`src/rtl/serial_word_tx.sv`:
```
// ---------------------------------------------------------------------------
// serial_word_tx
//
// Parallel-to-serial transmitter that feeds a serial-in shift-register
// consumer one bit per clock. A WIDTH-bit word is captured on an accepted
// load, shifted out on serial_out (LSB or MSB first) while shift_en is high,
// and the end of frame is marked with a single-cycle done pulse.
//
// Ports:
//   clk        - rising-edge clock
//   reset      - synchronous, active-low reset
//   data_in    - parallel word, captured only when load is accepted (ready=1)
//   load       - load request, honoured only in IDLE
//   shift_en   - advance one bit per cycle when high, hold when low
//   serial_out - bit currently being transmitted, 0 outside SHIFT
//   shift_out  - shift strobe for the consumer (busy & shift_en)
//   busy       - frame in flight (SHIFT)
//   ready      - able to accept a load (IDLE)
//   done       - one-cycle end-of-frame pulse (DONE)
//   bit_cnt    - index of the bit on serial_out, 0 outside SHIFT
// ---------------------------------------------------------------------------
module serial_word_tx #(
  parameter int WIDTH     = 4,
  parameter bit MSB_FIRST = 1'b0
) (
  input  logic                       clk,
  input  logic                       reset,
  input  logic [WIDTH-1:0]           data_in,
  input  logic                       load,
  input  logic                       shift_en,
  output logic                       serial_out,
  output logic                       shift_out,
  output logic                       busy,
  output logic                       ready,
  output logic                       done,
  output logic [$clog2(WIDTH):0]     bit_cnt
);

  localparam int CW = $clog2(WIDTH) + 1;
  localparam logic [CW-1:0] LAST_IDX = CW'(WIDTH - 1);

  localparam logic [1:0] ST_IDLE  = 2'd0;
  localparam logic [1:0] ST_SHIFT = 2'd1;
  localparam logic [1:0] ST_DONE  = 2'd2;

  logic [1:0]       state_reg;
  logic [WIDTH-1:0] shreg_reg;
  logic [WIDTH-1:0] shreg_next;
  logic [CW-1:0]    cnt_reg;
  logic             tx_bit;

  // The bit on the line is always at a fixed end of the register; the
  // register moves toward that end with zero fill.
  generate
    if (MSB_FIRST) begin : g_msb
      assign shreg_next = {shreg_reg[WIDTH-2:0], 1'b0};
      assign tx_bit     = shreg_reg[WIDTH-1];
    end else begin : g_lsb
      assign shreg_next = {1'b0, shreg_reg[WIDTH-1:1]};
      assign tx_bit     = shreg_reg[0];
    end
  endgenerate

  always_ff @(posedge clk) begin
    if (!reset) begin
      state_reg <= ST_IDLE;
      shreg_reg <= '0;
      cnt_reg   <= '0;
    end else begin
      case (state_reg)
        ST_IDLE: begin
          if (load) begin
            shreg_reg <= data_in;
            cnt_reg   <= '0;
            state_reg <= ST_SHIFT;
          end
        end
        ST_SHIFT: begin
          // load is deliberately ignored here so the frame in flight is safe
          if (shift_en) begin
            shreg_reg <= shreg_next;
            if (cnt_reg == LAST_IDX) begin
              cnt_reg   <= '0;
              state_reg <= ST_DONE;
            end else begin
              cnt_reg <= cnt_reg + CW'(1);
            end
          end
        end
        ST_DONE: begin
          state_reg <= ST_IDLE;
        end
        default: begin
          state_reg <= ST_IDLE;
        end
      endcase
    end
  end

  assign busy       = (state_reg == ST_SHIFT);
  assign ready      = (state_reg == ST_IDLE);
  assign done       = (state_reg == ST_DONE);
  assign serial_out = busy & tx_bit;
  assign shift_out  = busy & shift_en;
  assign bit_cnt    = busy ? cnt_reg : '0;

endmodule
```
`config.mk`:
```
export PLATFORM = sky130hd
export DESIGN_NAME = serial_word_tx
export DESIGN_NICKNAME = d
export VERILOG_FILES = /design/src/rtl/serial_word_tx.sv
export SDC_FILE = /design/constraint.sdc
export NUM_CORES = 1
export LEC_CHECK = 0
export ABC_AREA = 1
export CAP_MARGIN = 20
export CORE_MARGIN = 2
export CORE_UTILIZATION = 39
export CTS_CLUSTER_SIZE = 24
export DETAILED_ROUTE_END_ITERATION = 8
export GPL_TIMING_DRIVEN = 0
export PLACE_DENSITY_LB_ADDON = 0.15
export SKIP_LAST_GASP = 1
export SLEW_MARGIN = 20
export SYNTH_ARGS = -nofsm -noshare
export SYNTH_HDL_FRONTEND = slang
export SYNTH_SLANG_ARGS = --single-unit
export TNS_END_PERCENT = 20
```
`constraint.sdc`:
```
create_clock -name clk -period 0.94 [get_ports clk]
set_input_delay 0.188 -clock clk [delete_from_list [all_inputs] [get_ports clk]]
set_output_delay 0.188 -clock clk [all_outputs]
set_load 0.1 [all_outputs]
```
==> out/results.txt <==
status -> complete, but fails checks
violated checks -> negative setup slack
FMAX -> 0.773 GHz
DR DRC count -> 0
synth unique cells -> 17
Max-slew headroom -> 81.6%
synthesis-to-layout area growth -> 63.1%
multi-input gate area in the final layout -> 359 um^2
sequential area share after synthesis -> 33.4%
initial antenna violation count -> 0
PortBufs -> 14
CP peak stage delay -> 0.38 ns
Post-Syn Area -> 539 um^2
largest net degree at the start of global routing -> 9
clock latency on the worst-skew pair -> 0.25 ns
drt pass-1 iters -> 4
Worst EP required -> 0.75 ns
setup TNS -> -3.75 ns
Core ar. -> 0.00130 mm^2
fin nets -> 113
kind of critical path -> reg2out
XOR/XNOR Fraction of Synth Area -> 0%
RSZ-0062 raised after global routing -> yes
Die H -> 41.2 um
clk buf depth -> 2
crit end category -> output pin
Reg clk slew, reported paths -> 0.07 ns
Compound-Gate Fraction of Synth Area -> 3.25%
Initial Util -> 41.4%
Global Route Usage Sum -> 18.4%
GRT overflow -> 0
Buf/Inv on CP -> 2
Detail Placement HPWL -> 842 um
Worst-Margin Slew -> 0.278 ns
Rows -> 13
worst hold path class -> in2reg
Cells after Synth -> 82
Tot Pwr -> 1.42 mW
Critical Path AT -> 1.11 ns
slowest stage cell on the critical path -> dfxtp_4
WHS -> 0.198 ns
Synth Area in Adders -> 2.32%
Max-Cap Viols -> 0
Net Count, Synth -> 91
final worst setup slack -> -0.354 ns
IO Count -> 16
CTS Buf Count -> 3
post-layout minimum cycle time -> 1.29 ns
fillers -> 122
Yosys reg bits -> 9
Synth Area per Inst -> 6.58 um^2
mux contribution to synthesized area -> 0%
Setup WS pre-CTS -> -1.33 ns
fraction of layout cells with a size suffix above 1 -> 35.9%
die area -> 0.00170 mm^2
CTS H-tree depth -> 1
routability-driven placement congestion ratio -> 0.717
fin crit share -> 138%
Final Cell Area -> 880 um^2
final setup fails -> 17
startpoint types -> flop
register area -> 188 um^2
die outline width -> 41.2 um
number of flip-flops under the largest register name -> 4
vias in the first global route -> 477
routed len/inst -> 9.64 um
Slew Viols, Final -> 0
global-route wire length before repair -> 1.97 mm
Synth Area in Simple Gates -> 49.9%
Final Skew -> 0.00281 ns
post-route ant nets -> 0
worst-path cell chain -> inv_8 > nand2_8 > nor2_4 > buf_12
Max IR drop VDD -> 0.00112 V
Placed Area -> 761 um^2
ant diodes -> 0
combinational family with the most area after synthesis -> simple AND/OR/NAND/NOR gates
Synth Warn # -> 0
Power Dens Cells -> 1620 mW/mm^2
Sink Count -> 9
DRT Wirelength -> 1.14 mm
via count -> 550
CTS tree -> built
Root Buffer -> clkbuf_4
Top Family by Delay on Critical Path -> flip-flops
Hold Vio Cnt, Final -> 0
CP max FO -> 6
leakage -> 0.392 nW
first-iteration detailed-routing DRC count -> 4
vias per std cell -> 4.66
worst register-to-register path: cells and delay by family (launching register included):
kind	cells	cell delay, ns
buffers and inverters	2	0.22
DFF	1	0.44
and+or+nand+nor	4	0.32
cells in the final DEF, fill, tap and decap left out, types with 2 or more instances in the layout:
master,instances
inv_1,10
nor2_1,11
nor2_4,7
buf_12,5
clkbuf_4,3
buf_4,5
dfxtp_1,7
nand2_1,22
nand3_1,6
nor2_2,2
nand2_4,2
nand3_2,2
clkdlybuf4s50_1,6
inv_2,2
dfxtp_4,2
repair_timing:
action,in CTS,in global routing
buffers inserted,3,0
endpoints found under the setup margin,16,17
gates cloned,0,0
hold buffers,0,0
resized for setup,70,0
pin swaps,3,0
power breakdown:
part	internal, mW	switching, mW
clock	0.164	0.139
sequential	0.426	0.0498
combinational	0.222	0.423
total	0.811	0.612
final timing paths:
check                       to         start  cells past startpoint  slack (ns)
hold reg to reg     cnt_reg[2]    cnt_reg[2]                      2        0.44
setup / recovery    bit_cnt[1]  state_reg[1]                      4       -0.35
setup reg to reg  shreg_reg[1]  state_reg[0]                      6       -0.15
hold / removal    state_reg[0]         reset                      3        0.20
metal layers:
metal / vias to the layer above / routed length [um] / GRT usage (%)
met5: - / 0 / 0
met4: 0 / 14 / 9.68
met3: 2 / 46 / 4.89
met2: 12 / 579 / 30.9
met1: 246 / 498 / 21.2
li1: 290 / - / -
logic make-up after synthesis:
kind of cell    Yosys count
fa+ha+maj                 1
simple gates             54
compound gates            3
flops                     9
buf+inv                  15
stage by stage:
stage / util (%) / cells
2_1_floorplan: - / 82
3_3_place_gp: 58.5 / 111
3_5_place_dp: 58.5 / 111
4_1_cts: 67.6 / 118
5_1_grt: 67.6 / 118
6_report: 67.6 / 118
cell type report:
cell class              instances  area share [%]
flip-flops and latches          9            21.3
inverters                      14            7.25
repair buffers                 17            24.6
plain buffers                   1           0.853
well taps                      15            2.13
clock buffers                   4            2.99
multi-input cells              58            40.8
synthesized netlist by cell type:
cell       n  share of area, %
ha_1       1               2.3
nand3_1    6               5.6
nand3_4    1               3.2
a21oi_1    1              0.93
nor2_2     3               3.5
nand2_1   22                15
nand2_2    1               1.2
dfxtp_1    9                33
buf_4      1               1.4
nand3_2    2               3.7
o211ai_1   1               1.4
nor2_4     1               2.1
nand2_4    2               4.2
nor2_1    16                11
inv_2      2               1.4
o21ai_1    1              0.93
inv_1     12               8.4
Power figures use the tool's default switching activity.
